### src/rtl/calc_pkg.sv
// Shared key/operator codes, controller states and key classification helpers.
package calc_pkg;

    localparam int unsigned KEY_W = 4;

    localparam logic [KEY_W-1:0] KEY_EQ  = 4'hA;
    localparam logic [KEY_W-1:0] KEY_CLR = 4'hB;
    localparam logic [KEY_W-1:0] OP_ADD  = 4'hC;
    localparam logic [KEY_W-1:0] OP_SUB  = 4'hD;
    localparam logic [KEY_W-1:0] OP_MUL  = 4'hE;
    localparam logic [KEY_W-1:0] OP_DIV  = 4'hF;

    typedef enum logic [2:0] {
        ENTER_A,
        ENTER_B,
        EXEC,
        CAPTURE,
        SHOW_RES,
        ERR
    } state_t;

    // Source selected for the next display value.
    typedef enum logic [2:0] {
        DSP_KEEP,
        DSP_A,
        DSP_B,
        DSP_ZERO,
        DSP_RES
    } disp_src_t;

    function automatic logic is_digit(input logic [KEY_W-1:0] k);
        return k <= 4'd9;
    endfunction

    function automatic logic is_op(input logic [KEY_W-1:0] k);
        return k >= OP_ADD;
    endfunction

endpackage

### src/rtl/calc_controller_entry_reg.sv
// BCD operand entry register: digit shift-in with saturation, fresh start, parallel load, clear.
module bcd_entry_reg #(
    parameter int unsigned DIGITS = 4
) (
    input  logic                  clk,
    input  logic                  rst,
    input  logic                  clr,
    input  logic                  ld,
    input  logic [4*DIGITS-1:0]   ld_data,
    input  logic                  shift,
    input  logic                  fresh,
    input  logic [3:0]            digit,
    output logic [4*DIGITS-1:0]   value,
    output logic [4*DIGITS-1:0]   nxt_c
);

    localparam int unsigned W  = 4 * DIGITS;
    localparam int unsigned CW = $clog2(DIGITS + 1);

    logic [CW-1:0] cnt;
    logic [CW-1:0] cnt_nxt;

    // Next value: clear beats load beats shift; shifting stops once all digits are used.
    always_comb begin
        nxt_c   = value;
        cnt_nxt = cnt;
        if (clr) begin
            nxt_c   = '0;
            cnt_nxt = '0;
        end else if (ld) begin
            nxt_c   = ld_data;
            cnt_nxt = CW'(DIGITS);
        end else if (shift && fresh) begin
            nxt_c   = W'(digit);
            cnt_nxt = CW'(1);
        end else if (shift && (cnt < CW'(DIGITS))) begin
            nxt_c   = {value[W-5:0], digit};
            cnt_nxt = cnt + CW'(1);
        end
    end

    // Operand and digit-count registers.
    always_ff @(posedge clk) begin
        if (rst) begin
            value <= '0;
            cnt   <= '0;
        end else begin
            value <= nxt_c;
            cnt   <= cnt_nxt;
        end
    end

endmodule

### src/rtl/calc_controller.sv
// Keypad sequencer for the BCD calculator ALU: operand entry, operator latch, exe pulse, result capture.
module calc_controller
    import calc_pkg::*;
#(
    parameter int unsigned DIGITS     = 4,
    parameter int unsigned EXE_CYCLES = 1
) (
    input  logic                  clk,
    input  logic                  rst,
    input  logic                  key_valid,
    input  logic [3:0]            key_code,
    input  logic [4*DIGITS-1:0]   res,
    output logic [4*DIGITS-1:0]   num1,
    output logic [4*DIGITS-1:0]   num2,
    output logic [3:0]            op,
    output logic                  exe,
    output logic [4*DIGITS-1:0]   display,
    output logic                  err,
    output logic                  busy
);

    localparam int unsigned W   = 4 * DIGITS;
    localparam int unsigned EXW = (EXE_CYCLES > 1) ? $clog2(EXE_CYCLES) : 1;

    state_t          state, state_n;
    logic [3:0]      op_n;
    logic [3:0]      pend, pend_n;
    logic            pend_v, pend_v_n;
    logic            b_seen, b_seen_n;
    logic            err_n;
    logic [EXW-1:0]  cnt, cnt_n;
    disp_src_t       dsel;
    logic [W-1:0]    display_n;

    logic            a_clr, a_ld, a_shift, a_fresh;
    logic            b_clr, b_shift;
    logic [W-1:0]    num1_nxt, num2_nxt;

    logic            key_act;
    logic            go_exec;
    logic            div_zero;
    logic            sub_neg;

    bcd_entry_reg #(.DIGITS(DIGITS)) u_num1 (
        .clk     (clk),
        .rst     (rst),
        .clr     (a_clr),
        .ld      (a_ld),
        .ld_data (res),
        .shift   (a_shift),
        .fresh   (a_fresh),
        .digit   (key_code),
        .value   (num1),
        .nxt_c   (num1_nxt)
    );

    bcd_entry_reg #(.DIGITS(DIGITS)) u_num2 (
        .clk     (clk),
        .rst     (rst),
        .clr     (b_clr),
        .ld      (1'b0),
        .ld_data ('0),
        .shift   (b_shift),
        .fresh   (1'b0),
        .digit   (key_code),
        .value   (num2),
        .nxt_c   (num2_nxt)
    );

    // Next state, operand controls and error/display decisions from key events.
    always_comb begin
        state_n  = state;
        op_n     = op;
        pend_n   = pend;
        pend_v_n = pend_v;
        b_seen_n = b_seen;
        err_n    = err;
        cnt_n    = cnt;
        dsel     = DSP_KEEP;
        a_clr    = 1'b0;
        a_ld     = 1'b0;
        a_shift  = 1'b0;
        a_fresh  = 1'b0;
        b_clr    = 1'b0;
        b_shift  = 1'b0;
        go_exec  = 1'b0;

        key_act  = key_valid && (state != EXEC) && (state != CAPTURE);
        div_zero = (op == OP_DIV) && (num2 == '0);
        sub_neg  = (op == OP_SUB) && (num1 < num2);

        if (key_act && (key_code == KEY_CLR)) begin
            a_clr    = 1'b1;
            b_clr    = 1'b1;
            state_n  = ENTER_A;
            op_n     = OP_ADD;
            pend_n   = OP_ADD;
            pend_v_n = 1'b0;
            b_seen_n = 1'b0;
            err_n    = 1'b0;
            dsel     = DSP_ZERO;
        end else begin
            case (state)
                ENTER_A: begin
                    if (key_act && is_digit(key_code)) begin
                        a_shift = 1'b1;
                        dsel    = DSP_A;
                    end else if (key_act && is_op(key_code)) begin
                        op_n     = key_code;
                        b_clr    = 1'b1;
                        b_seen_n = 1'b0;
                        state_n  = ENTER_B;
                        dsel     = DSP_ZERO;
                    end
                end
                ENTER_B: begin
                    if (key_act && is_digit(key_code)) begin
                        b_shift  = 1'b1;
                        b_seen_n = 1'b1;
                        dsel     = DSP_B;
                    end else if (key_act && is_op(key_code) && !b_seen) begin
                        op_n = key_code;
                    end else if (key_act && is_op(key_code)) begin
                        pend_n   = key_code;
                        pend_v_n = 1'b1;
                        go_exec  = 1'b1;
                    end else if (key_act && (key_code == KEY_EQ)) begin
                        pend_v_n = 1'b0;
                        go_exec  = 1'b1;
                    end
                end
                EXEC: begin
                    if (cnt == EXW'(EXE_CYCLES - 1)) begin
                        state_n = CAPTURE;
                    end else begin
                        cnt_n = cnt + EXW'(1);
                    end
                end
                CAPTURE: begin
                    a_ld = 1'b1;
                    dsel = DSP_RES;
                    if (pend_v) begin
                        op_n     = pend;
                        b_clr    = 1'b1;
                        b_seen_n = 1'b0;
                        pend_v_n = 1'b0;
                        state_n  = ENTER_B;
                    end else begin
                        state_n = SHOW_RES;
                    end
                end
                SHOW_RES: begin
                    if (key_act && is_digit(key_code)) begin
                        a_shift = 1'b1;
                        a_fresh = 1'b1;
                        dsel    = DSP_A;
                        state_n = ENTER_A;
                    end else if (key_act && is_op(key_code)) begin
                        op_n     = key_code;
                        b_clr    = 1'b1;
                        b_seen_n = 1'b0;
                        state_n  = ENTER_B;
                        dsel     = DSP_ZERO;
                    end else if (key_act && (key_code == KEY_EQ)) begin
                        pend_v_n = 1'b0;
                        go_exec  = 1'b1;
                    end
                end
                default: ;
            endcase

            if (go_exec) begin
                if (div_zero) begin
                    err_n    = 1'b1;
                    dsel     = DSP_ZERO;
                    pend_v_n = 1'b0;
                    state_n  = ERR;
                end else if (sub_neg) begin
                    err_n    = 1'b1;
                    pend_v_n = 1'b0;
                    state_n  = ERR;
                end else begin
                    cnt_n   = '0;
                    state_n = EXEC;
                end
            end
        end
    end

    // Display source mux; kept apart so operand next-values do not feed back into the FSM block.
    always_comb begin
        display_n = display;
        case (dsel)
            DSP_A:    display_n = num1_nxt;
            DSP_B:    display_n = num2_nxt;
            DSP_ZERO: display_n = '0;
            DSP_RES:  display_n = res;
            default:  display_n = display;
        endcase
    end

    // State and registered outputs; exe/busy follow the state being entered.
    always_ff @(posedge clk) begin
        if (rst) begin
            state   <= ENTER_A;
            op      <= OP_ADD;
            pend    <= OP_ADD;
            pend_v  <= 1'b0;
            b_seen  <= 1'b0;
            err     <= 1'b0;
            cnt     <= '0;
            display <= '0;
            exe     <= 1'b0;
            busy    <= 1'b0;
        end else begin
            state   <= state_n;
            op      <= op_n;
            pend    <= pend_n;
            pend_v  <= pend_v_n;
            b_seen  <= b_seen_n;
            err     <= err_n;
            cnt     <= cnt_n;
            display <= display_n;
            exe     <= (state_n == EXEC);
            busy    <= (state_n == EXEC) || (state_n == CAPTURE);
        end
    end

endmodule

### config.mk
export PLATFORM = sky130hd
export DESIGN_NAME = calc_controller
export DESIGN_NICKNAME = d
export VERILOG_FILES = /design/src/rtl/calc_pkg.sv /design/src/rtl/calc_controller_entry_reg.sv /design/src/rtl/calc_controller.sv
export SDC_FILE = /design/constraint.sdc
export NUM_CORES = 1
export LEC_CHECK = 0
export CAP_MARGIN = 20
export CELL_PAD_IN_SITES_DETAIL_PLACEMENT = 1
export CELL_PAD_IN_SITES_GLOBAL_PLACEMENT = 2
export CORE_MARGIN = 5
export CORE_UTILIZATION = 32
export CTS_BUF_LIST = sky130_fd_sc_hd__clkbuf_4 sky130_fd_sc_hd__clkbuf_8
export DETAILED_ROUTE_END_ITERATION = 8
export PLACE_DENSITY = 0.84
export SETUP_SLACK_MARGIN = 0.02
export SYNTH_ARGS = -nofsm -noshare
export SYNTH_HDL_FRONTEND = slang
export SYNTH_SLANG_ARGS = --single-unit
### constraint.sdc
create_clock -name clk -period 2.8 [get_ports clk]
set_input_delay 0.84 -clock clk [delete_from_list [all_inputs] [get_ports clk]]
set_output_delay 0.84 -clock clk [all_outputs]
set_load 0.1 [all_outputs]
; Word-level counts from Yosys, hierarchy flattened
; Index checks and enable logic that the tools add are counted.
[totals]
reg_bits = 71
input_bits = 23
output_inout_bits = 55
wordCells = 157
[op_classes]
add_sub_neg = 3
magnitude_cmp = 5
n_eq_ne = 22
n_mux = 78
bitwise = 2
reduce_logical = 31
[ops]
columns = operator, count
row1 = two-way mux 16 bit, 6
row2 = case mux 16 bit (4 select lines), 1
row3 = two-way mux 3 bit, 15
row4 = two-way mux 1 bit, 41
row5 = two-way mux 4 bit, 5
row6 = == test 3 x 2 -> 1 bit (second input constant), 6
row7 = == test 4 bit (second input constant), 4
row8 = logical NOT 16 bit, 1
row9 = < comparator 16 bit, 1
row10 = logical AND 1 bit, 12
row11 = case mux 3 bit (4 select lines), 1
row12 = case mux 4 bit (3 select lines), 1
row13 = inequality test 2 bit (second input constant), 5
row14 = case mux 3 bit (3 select lines), 1
row15 = OR reduction 2 bit, 4
row16 = adder 3 x 1 -> 3 bit (second input constant), 2
row17 = == test 3 x 1 -> 1 bit (second input constant), 2
row18 = == test 3 bit (second input constant), 2
row19 = < comparator 3 bit (second input constant), 2
row20 = two-way mux 2 bit, 3
row21 = inequality test 3 x 2 -> 1 bit (second input constant), 2
row22 = case mux 1 bit (3 select lines), 2
row23 = AND reduction 6 bit, 1
row24 = nonzero test 3 bit, 2
row25 = other kinds (16), 19

; Depth between registers and ports, before layout
; Gate-level depths: netlist (run 1).
[logic_depth]
word_depth = 14
mapped_depth = 9
ltp_nobuf = 7

; Hierarchy
; From an unflattened synthesis (run 1), not the netlist that was laid out.
[unflattened]
cells_unflattened = 561
area_unflattened_um2 = 5153.7
[by_module_without_submodules]
columns = module, n_inst, cells_per_inst, area_per_inst_um2, seq_area_each_um2
row1 = bcd_entry_reg, 2, 141, 1461.4, 380.4
row2 = calc_controller, 1, 279, 2230.9, 660.6

; Worst setup path before layout (run 1)
; No wires, ideal clock.
[synth_path]
path_kind = flip-flop to flip-flop
start = reg u_num2.value[10]
end = reg cnt
setup_time_ns = 0.115
t_arrival_ns = 2.431
t_required_ns = 2.685
slack_ns = 0.255
stages_incl_launch_ff = 8
n_path_buf = 0
period_less_slack_ns = 2.545
cell_sequence = dfxtp_1 > inv_1 > ha_1 > a21o_1 > a21oi_1 > a21boi_0 > a211o_1 > a2111oi_0
[synth_via]
elab_chain_cells = 5
elab_cells_between_ends = 7
classes_between = order compare (1) / mux (3) / reduce/logical (3)
[synth_rtl]
columns = element, line
row1 = "start, declared", calc_controller_entry_reg.sv:13  ; output logic [4*DIGITS-1:0] value,
row2 = "start signal, assigned", calc_controller_entry_reg.sv:48  ; value <= nxt_c;
row3 = < comparator 16 bit, calc_controller.sv:90  ; sub_neg = (op == OP_SUB) && (num1 < num2);
row4 = logical AND 1 bit, calc_controller.sv:90
row5 = two-way mux 1 bit, calc_controller.sv:178  ; end else if (sub_neg) begin
row6 = two-way mux 1 bit (*), calc_controller.sv:173  ; if (div_zero) begin
row7 = two-way mux 1 bit (*), calc_controller.sv:172  ; if (go_exec) begin
row8 = "end signal, assigned", calc_controller.sv:222  ; cnt <= cnt_n;
row9 = "end, declared", calc_controller.sv:31  ; logic [EXW-1:0] cnt, cnt_n;
; Every way passes the cells marked *; elsewhere a longest branch is shown, timed or not.
; A chain may end at the register's enable or synchronous reset.

; Worst setup path in the final report (run 1)
[layout_path]
start = in key_code[2]
end = reg display[6]
[layout_via]
elab_chain_cells = 12
elab_cells_between_ends = 52
classes_between = order compare (2) / eq/ne (6) / mux (35) / reduce/logical (9)
[layout_rtl]
columns = element, line
row1 = "start, declared", calc_controller.sv:11  ; input logic [3:0] key_code,
row2 = branches (longest 12 deep; another with greater-or-equal comparator 4 bit), n/a
row3 = "end signal, assigned", calc_controller.sv:223  ; display <= display_n;
row4 = "end, declared", calc_controller.sv:17  ; output logic [4*DIGITS-1:0] display,
; Several ways; the timed one is not identified. The select of a mux whose other input is x is not followed.

==> results of run 1 <==
[sequential cells by signal (all words and copies together), names as in the netlist]
signal and cells:
display 16, u_num1.value 16, u_num2.value 16, op 4, pend 4, state 3, u_num1.cnt 3, u_num2.cnt 3
b_seen 1, busy 1, cnt 1, err 1, exe 1, pend_v 1
[per-stage QoR]
step | hold WS (ps) | power [mW] | TNS (ps) | cell area [sq um]
2_1_floorplan | 415 | 1.54 | 0 | 4220
3_3_place_gp | 437 | 1.72 | -684 | 5260
3_5_place_dp | 432 | 1.73 | -1620 | 5260
4_1_cts | 455 | 2.61 | 0 | 5460
5_1_grt | 482 | 2.69 | 0 | 5460
6_report | 451 | 2.59 | 0 | 5460
[critical path, cell delays in order]
cell,delay (ps)
sky130_fd_sc_hd__clkdlybuf4s50_1,450
sky130_fd_sc_hd__nand3b_1,250
sky130_fd_sc_hd__nor3_1,470
sky130_fd_sc_hd__nor4b_4,100
sky130_fd_sc_hd__and3_1,220
sky130_fd_sc_hd__buf_12,160
sky130_fd_sc_hd__a221oi_1,290
[cells by family after synthesis]
group           after synthesis  share of synthesized area [%]
buf+inv                      73                           7.42
simple gates                166                           20.2
xor+xnor                      2                          0.416
flops                        71                           33.7
mux                          42                           9.97
fa+ha+maj                    17                           5.05
compound gates              134                           23.3
[path summary, 6_finish.rpt]
path | cells past startpoint | to | startpoint
setup / recovery | 7 | display[6] | key_code[2]
hold / removal | 1 | pend[2] | pend[2]
setup reg to reg | 7 | cnt | u_num2.value[10]
hold reg to reg | 1 | pend[2] | pend[2]
[cell usage in the layout, fill, tap and decap left out, types with 6 or more instances in the layout]
cell type,instances
sky130_fd_sc_hd__buf_4,95
sky130_fd_sc_hd__a211oi_1,21
sky130_fd_sc_hd__nor3_1,9
sky130_fd_sc_hd__nor2_1,68
sky130_fd_sc_hd__a21oi_1,51
sky130_fd_sc_hd__nand4b_1,12
sky130_fd_sc_hd__a221oi_2,10
sky130_fd_sc_hd__dfxtp_1,71
sky130_fd_sc_hd__mux2i_1,42
sky130_fd_sc_hd__o211ai_1,13
sky130_fd_sc_hd__nand2_1,36
sky130_fd_sc_hd__inv_1,34
sky130_fd_sc_hd__clkdlybuf4s50_1,22
sky130_fd_sc_hd__ha_1,17
sky130_fd_sc_hd__a221oi_1,6
sky130_fd_sc_hd__o21ai_0,8
sky130_fd_sc_hd__clkbuf_8,9
sky130_fd_sc_hd__nand3_1,6
sky130_fd_sc_hd__and3_1,6
[layer usage]
metal | track usage [%] | wire length [microns]
met5 | 0 | 0
met1 | 26.0 | 7110
met4 | 5.42 | 233
met2 | 31.2 | 7090
met3 | 3.73 | 583
[power breakdown]
part / internal, mW / total, mW / switching (mW)
Sequential: 1.05 / 1.08 / 0.0355
Clock: 0.487 / 0.884 / 0.397
Combinational: 0.190 / 0.621 / 0.431
[area by class of cell]
cell class	count	area (sq um)	share of cell area, %
well taps	176	220	4.03
repair buffers	121	1010	18.6
inverters	34	128	2.34
flip-flops and latches	71	1420	26.0
clock inverters	5	75.1	1.37
multi-input cells	361	2480	45.4
clock buffers	9	124	2.27
==> impl_metrics.prom, run 1 <==
# TYPE chip_impl_metric gauge
chip_impl_info{name="status",value="completed"} 1
chip_impl_metric{name="fillerInstances",unit=""} 1568
chip_impl_metric{name="synth_edf_count",unit=""} 0
chip_impl_metric{name="cts_repair_resize_count",unit=""} 0
chip_impl_metric{name="remaining_drc_errors",unit=""} 0
chip_impl_info{name="cp-start-kind",value="input pin"} 1
chip_impl_metric{name="hold_violations",unit=""} 0
chip_impl_info{name="cts-root-buf",value="sky130_fd_sc_hd__clkbuf_8"} 1
chip_impl_metric{name="final_nets",unit=""} 638
chip_impl_metric{name="ctsLongestPathBuffers",unit=""} 2
chip_impl_metric{name="finalNonFillerCells",unit=""} 777
chip_impl_metric{name="req_time_crit_path",unit="ps"} 3070
chip_impl_metric{name="placed_cells",unit=""} 763
chip_impl_metric{name="setup_viol",unit=""} 0
chip_impl_metric{name="number_of_setup_buffers_added_after_cts",unit=""} 0
chip_impl_metric{name="ant_nets",unit=""} 0
chip_impl_metric{name="place_ws",unit="ps"} -125
chip_impl_metric{name="grt_max_degree",unit=""} 28
chip_impl_metric{name="syn_area_per_cell",unit="sq um"} 8.35
chip_impl_metric{name="die_extent_in_y",unit="microns"} 125
chip_impl_metric{name="grt_overflow_total",unit=""} 0
chip_impl_metric{name="vdd.ir_drop.worst",unit="V"} 0.000173
chip_impl_metric{name="grt_pass1_vias",unit=""} 4289
chip_impl_info{name="synthMostInstantiatedCell",value="sky130_fd_sc_hd__dfxtp_1"} 1
chip_impl_metric{name="cts.hold.buffers_added",unit=""} 0
chip_impl_metric{name="slew_viol_final",unit=""} 0
chip_impl_metric{name="worst-endpoint-arrival",unit="ps"} 2790
chip_impl_info{name="leading_post_synthesis_cells_by_cell_area",value="sky130_fd_sc_hd__dfxtp_1 (34%), sky130_fd_sc_hd__mux2i_1 (10%), sky130_fd_sc_hd__a21oi_1 (6.1%)"} 1
chip_impl_metric{name="ys_async_sr_fraction",unit="%"} 0
chip_impl_metric{name="detailedRoute.firstIterationViolations",unit=""} 213
chip_impl_info{name="tritoncts_clock_tree",value="done"} 1
chip_impl_metric{name="drt_pass1_iterations",unit=""} 4
chip_impl_metric{name="layout-drive-gt1-share",unit="%"} 21.6
chip_impl_info{name="synth.cells.most_frequent",value="sky130_fd_sc_hd__dfxtp_1 (71), sky130_fd_sc_hd__nor2_1 (68), sky130_fd_sc_hd__a21oi_1 (51), sky130_fd_sc_hd__mux2i_1 (42), sky130_fd_sc_hd__nand2_1 (36)"} 1
chip_impl_metric{name="yosysWarnings",unit=""} 0
chip_impl_info{name="postSynth.topFlopCell",value="sky130_fd_sc_hd__dfxtp_1"} 1
chip_impl_metric{name="synth.ff_latch_count",unit=""} 71
chip_impl_metric{name="synth_cell_types",unit=""} 54
chip_impl_metric{name="power-per-cell-area",unit="mW/mm^2"} 474
chip_impl_metric{name="io_buffers",unit=""} 77
chip_impl_metric{name="design.die.area",unit="sq mm"} 0.0156
chip_impl_metric{name="final_period_minus_worst_setup_slack",unit="ps"} 2530
chip_impl_metric{name="tritoncts.num_buffers",unit=""} 9
chip_impl_metric{name="gpl.final_weighted_congestion",unit=""} 0.832
chip_impl_metric{name="worst_skew_pair.late_latency",unit="ps"} 360
chip_impl_metric{name="dieWidth",unit="microns"} 125
chip_impl_info{name="crit_type",value="input pin to flop"} 1
chip_impl_info{name="synth_area_leader_cell",value="sky130_fd_sc_hd__dfxtp_1"} 1
chip_impl_metric{name="avgViaCountPerCell",unit=""} 5.33
chip_impl_metric{name="antenna_found_initial",unit=""} 0
chip_impl_metric{name="core_area",unit="sq mm"} 0.0131
chip_impl_metric{name="cellLeakagePower",unit="nW"} 2.13
chip_impl_metric{name="mappedNetlistArea",unit="sq mm"} 0.00422
chip_impl_metric{name="grt_usage",unit="%"} 19.2
chip_impl_metric{name="synth_fp_nets",unit=""} 545
chip_impl_metric{name="via_count",unit=""} 4139
chip_impl_metric{name="cts.sinks",unit=""} 71
chip_impl_info{name="setup_repair_after_global_routing_missed_its_margin",value="false"} 1
chip_impl_metric{name="tightestPinTransition",unit="ps"} 663
chip_impl_metric{name="area_delta_synth_final",unit="%"} 29.6
chip_impl_metric{name="clock-skew-final",unit="ps"} 8.99
chip_impl_metric{name="grt_first_pass_wirelength",unit="microns"} 24000
chip_impl_metric{name="drv.max_cap_violation_count",unit=""} 0
chip_impl_metric{name="wirelength",unit="microns"} 15000
chip_impl_metric{name="worst_path_clk_slew",unit="ps"} 80
chip_impl_metric{name="worst-path-max-fanout",unit=""} 16
chip_impl_metric{name="floorplan.initialDensity",unit="%"} 32.2
chip_impl_metric{name="final_min_period_over_clock_period",unit="%"} 90.2
chip_impl_metric{name="place_hpwl",unit="microns"} 11200
chip_impl_metric{name="insertedDiodeCount",unit=""} 0
chip_impl_metric{name="fin_ws",unit="ps"} 274
chip_impl_metric{name="ys_seq_area_share",unit="%"} 33.7
chip_impl_metric{name="number_of_instances_in_the_synthesized_netlist",unit=""} 505
chip_impl_metric{name="postLayoutCoreUtil",unit="%"} 41.7
chip_impl_metric{name="ff_to_ff_setup_slack",unit="ps"} 620
chip_impl_metric{name="avgRoutedWirePerCell",unit="microns"} 19.3
chip_impl_metric{name="num_io_pins",unit=""} 78
chip_impl_metric{name="floorplan.rows",unit=""} 42
chip_impl_info{name="worst_setup_path_end_kind",value="flop"} 1
chip_impl_metric{name="netlist.area_leader.share",unit="%"} 33.7
chip_impl_metric{name="relSlewSlack",unit="%"} 55.5
chip_impl_metric{name="clock.fmax",unit="MHz"} 396
chip_impl_metric{name="clock_tree.htree_level_count",unit=""} 3
chip_impl_info{name="hp-class",value="flop to flop"} 1
Note: power is estimated with default switching activity, not from simulation.
==> run 2, diff against run 1 <==
ABC_AREA = 0   (was default)
==> results of run 2 <==
Same layout as run 1: the final DEF is identical, and so are final timing and power.
==> run 3, diff against run 2 <==
MAX_ROUTING_LAYER = met4   (was default)
==> impl_metrics.prom, run 3 (synthesis gave the netlist of run 1 again) <==
# TYPE chip_impl_metric gauge
chip_impl_metric{name="r2r.worst_path.cells",unit=""} 7
chip_impl_metric{name="via_count",unit=""} 4123
chip_impl_info{name="cp-start-kind",value="input pin"} 1
chip_impl_info{name="tritoncts_clock_tree",value="done"} 1
chip_impl_metric{name="place_ws",unit="ps"} -125
chip_impl_metric{name="worst-path-max-fanout",unit=""} 16
chip_impl_metric{name="finalNonFillerCells",unit=""} 777
chip_impl_metric{name="cts.hold.buffers_added",unit=""} 0
chip_impl_metric{name="place_hpwl",unit="microns"} 11200
chip_impl_metric{name="cell_int_power",unit="mW"} 1.72
chip_impl_metric{name="p_comb_share",unit="%"} 24.0
chip_impl_info{name="reg_top3",value="display x16, u_num1.value x16, u_num2.value x16"} 1
chip_impl_metric{name="tritoncts.num_buffers",unit=""} 9
chip_impl_info{name="crit_type",value="input pin to flop"} 1
chip_impl_metric{name="final_nets",unit=""} 638
chip_impl_metric{name="grt_usage",unit="%"} 19.8
chip_impl_info{name="cts-root-buf",value="sky130_fd_sc_hd__clkbuf_8"} 1
chip_impl_metric{name="ctsLongestPathBuffers",unit=""} 2
chip_impl_metric{name="relSlewSlack",unit="%"} 56.0
chip_impl_metric{name="setup_viol",unit=""} 0
chip_impl_metric{name="io_buffers",unit=""} 77
chip_impl_metric{name="share_seq_of_total_power",unit="%"} 41.8
chip_impl_metric{name="grt_first_pass_wirelength",unit="microns"} 24100
chip_impl_metric{name="gpl.final_weighted_congestion",unit=""} 0.844
chip_impl_metric{name="worst-endpoint-arrival",unit="ps"} 2790
chip_impl_metric{name="worst_skew_pair.late_latency",unit="ps"} 360
chip_impl_metric{name="core_area",unit="sq mm"} 0.0131
chip_impl_metric{name="area_delta_synth_final",unit="%"} 29.6
chip_impl_metric{name="avgViaCountPerCell",unit=""} 5.31
chip_impl_metric{name="final_min_period_over_clock_period",unit="%"} 90.3
chip_impl_metric{name="avgRoutedWirePerCell",unit="microns"} 19.4
chip_impl_metric{name="ff_to_ff_setup_slack",unit="ps"} 620
chip_impl_info{name="worst_setup_path_end_kind",value="flop"} 1
chip_impl_metric{name="placed_cells",unit=""} 763
chip_impl_metric{name="antenna_found_initial",unit=""} 0
chip_impl_metric{name="grt_overflow_total",unit=""} 0
chip_impl_metric{name="drv.max_cap_violation_count",unit=""} 0
chip_impl_info{name="setup_repair_after_global_routing_missed_its_margin",value="false"} 1
chip_impl_metric{name="slew_viol_final",unit=""} 0
chip_impl_metric{name="dieWidth",unit="microns"} 125
chip_impl_metric{name="number_of_setup_buffers_added_after_cts",unit=""} 0
chip_impl_metric{name="fin_ws",unit="ps"} 272
chip_impl_metric{name="worst_path_clk_slew",unit="ps"} 70
chip_impl_metric{name="fillerInstances",unit=""} 1568
chip_impl_info{name="status",value="completed"} 1
chip_impl_metric{name="clock_tree.htree_level_count",unit=""} 3
chip_impl_metric{name="detailedRoute.firstIterationViolations",unit=""} 215
chip_impl_metric{name="grt_max_degree",unit=""} 28
chip_impl_metric{name="vdd.ir_drop.worst",unit="V"} 0.000173
chip_impl_info{name="hp-class",value="flop to flop"} 1
chip_impl_metric{name="insertedDiodeCount",unit=""} 0
chip_impl_metric{name="hold_violations",unit=""} 0
chip_impl_metric{name="fin_worst_hold_slack",unit="ps"} 453
chip_impl_metric{name="grt_pass1_vias",unit=""} 4287
chip_impl_metric{name="ant_nets",unit=""} 0
chip_impl_metric{name="floorplan.rows",unit=""} 42
chip_impl_metric{name="num_io_pins",unit=""} 78
chip_impl_metric{name="remaining_drc_errors",unit=""} 0
chip_impl_metric{name="final_period_minus_worst_setup_slack",unit="ps"} 2530
chip_impl_metric{name="postLayoutCellArea",unit="sq mm"} 0.00546
chip_impl_metric{name="design.die.area",unit="sq mm"} 0.0156
chip_impl_metric{name="tightestPinTransition",unit="ps"} 655
chip_impl_info{name="most_common_library_cell_in_the_layout_ignoring_fill_and_taps",value="sky130_fd_sc_hd__buf_4"} 1
chip_impl_metric{name="clock.fmax",unit="MHz"} 396
chip_impl_info{name="mostFrequentLayoutCells",value="sky130_fd_sc_hd__buf_4 (95), sky130_fd_sc_hd__dfxtp_1 (71), sky130_fd_sc_hd__nor2_1 (68), sky130_fd_sc_hd__a21oi_1 (51), sky130_fd_sc_hd__mux2i_1 (42)"} 1
chip_impl_metric{name="clockPowerShare",unit="%"} 34.3
chip_impl_metric{name="wirelength",unit="microns"} 15000
chip_impl_metric{name="cellLeakagePower",unit="nW"} 2.13
chip_impl_metric{name="req_time_crit_path",unit="ps"} 3070
chip_impl_metric{name="drt_pass1_iterations",unit=""} 4
chip_impl_metric{name="sw_frac_of_total",unit="%"} 33.4
chip_impl_metric{name="layout-drive-gt1-share",unit="%"} 21.6
chip_impl_metric{name="cts.sinks",unit=""} 71
chip_impl_metric{name="total_switching_power",unit="mW"} 0.866
chip_impl_metric{name="min_delay_path_depth",unit=""} 1
chip_impl_metric{name="cts_repair_resize_count",unit=""} 0
chip_impl_metric{name="floorplan.initialDensity",unit="%"} 32.2
chip_impl_metric{name="power-per-cell-area",unit="mW/mm^2"} 474
chip_impl_metric{name="die_extent_in_y",unit="microns"} 125
chip_impl_metric{name="placement.cell_area",unit="sq mm"} 0.00526
chip_impl_metric{name="clock-skew-final",unit="ps"} 7.51
run 3: cell counts in the layout (fill, tap and decap cells not counted):
No cell type changed its count.
run 3: layout make-up:
class / count / area, sq um / area share, %
sequential: 71 / 1420 / 26.0
tap: 176 / 220 / 4.03
inverter: 34 / 128 / 2.34
multi-input combinational: 361 / 2480 / 45.4
clock buffer: 9 / 124 / 2.27
clock inverter: 5 / 75.1 / 1.37
timing repair buffer: 121 / 1010 / 18.6
run 3: critical path, cell delays in order:
cell and delay [ps]:
sky130_fd_sc_hd__clkdlybuf4s50_1 450, sky130_fd_sc_hd__nand3b_1 250, sky130_fd_sc_hd__nor3_1 470, sky130_fd_sc_hd__nor4b_4 100, sky130_fd_sc_hd__and3_1 220, sky130_fd_sc_hd__buf_12 160, sky130_fd_sc_hd__a221oi_1 290
run 3: worst paths after layout:
path	startpoint	to
worst min register to register	pend[2]	pend[2]
worst max-delay path	key_code[2]	display[6]
worst max register to register	u_num2.value[10]	cnt
worst min-delay path	pend[2]	pend[2]
run 3: power groups by stage:
stage | clock (mW) | sequential (mW) | combinational [mW]
2_1_floorplan | 0 | 1.33 | 0.207
3_3_place_gp | 0 | 1.10 | 0.613
3_5_place_dp | 0 | 1.11 | 0.623
4_1_cts | 0.901 | 1.08 | 0.625
5_1_grt | 0.941 | 1.09 | 0.655
6_report | 0.887 | 1.08 | 0.620
run 3: stage by stage:
stage | power (mW) | TNS (ps) | utilization [%]
after floorplan | 1.54 | 0 | -
after global placement | 1.72 | -684 | 40.2
after detailed placement | 1.73 | -1620 | 40.2
after CTS | 2.61 | 0 | 41.7
after global routing | 2.68 | 0 | 41.7
final | 2.59 | 0 | 41.7
run 3: per-layer routing:
metal / GRT usage (%) / wire [microns] / up-vias
met5: - / 0 / -
met4: 5.42 / 233 / 0
met3: 3.56 / 495 / 17
met2: 31.2 / 7080 / 68
met1: 26.1 / 7230 / 2035
li1: - / - / 2003
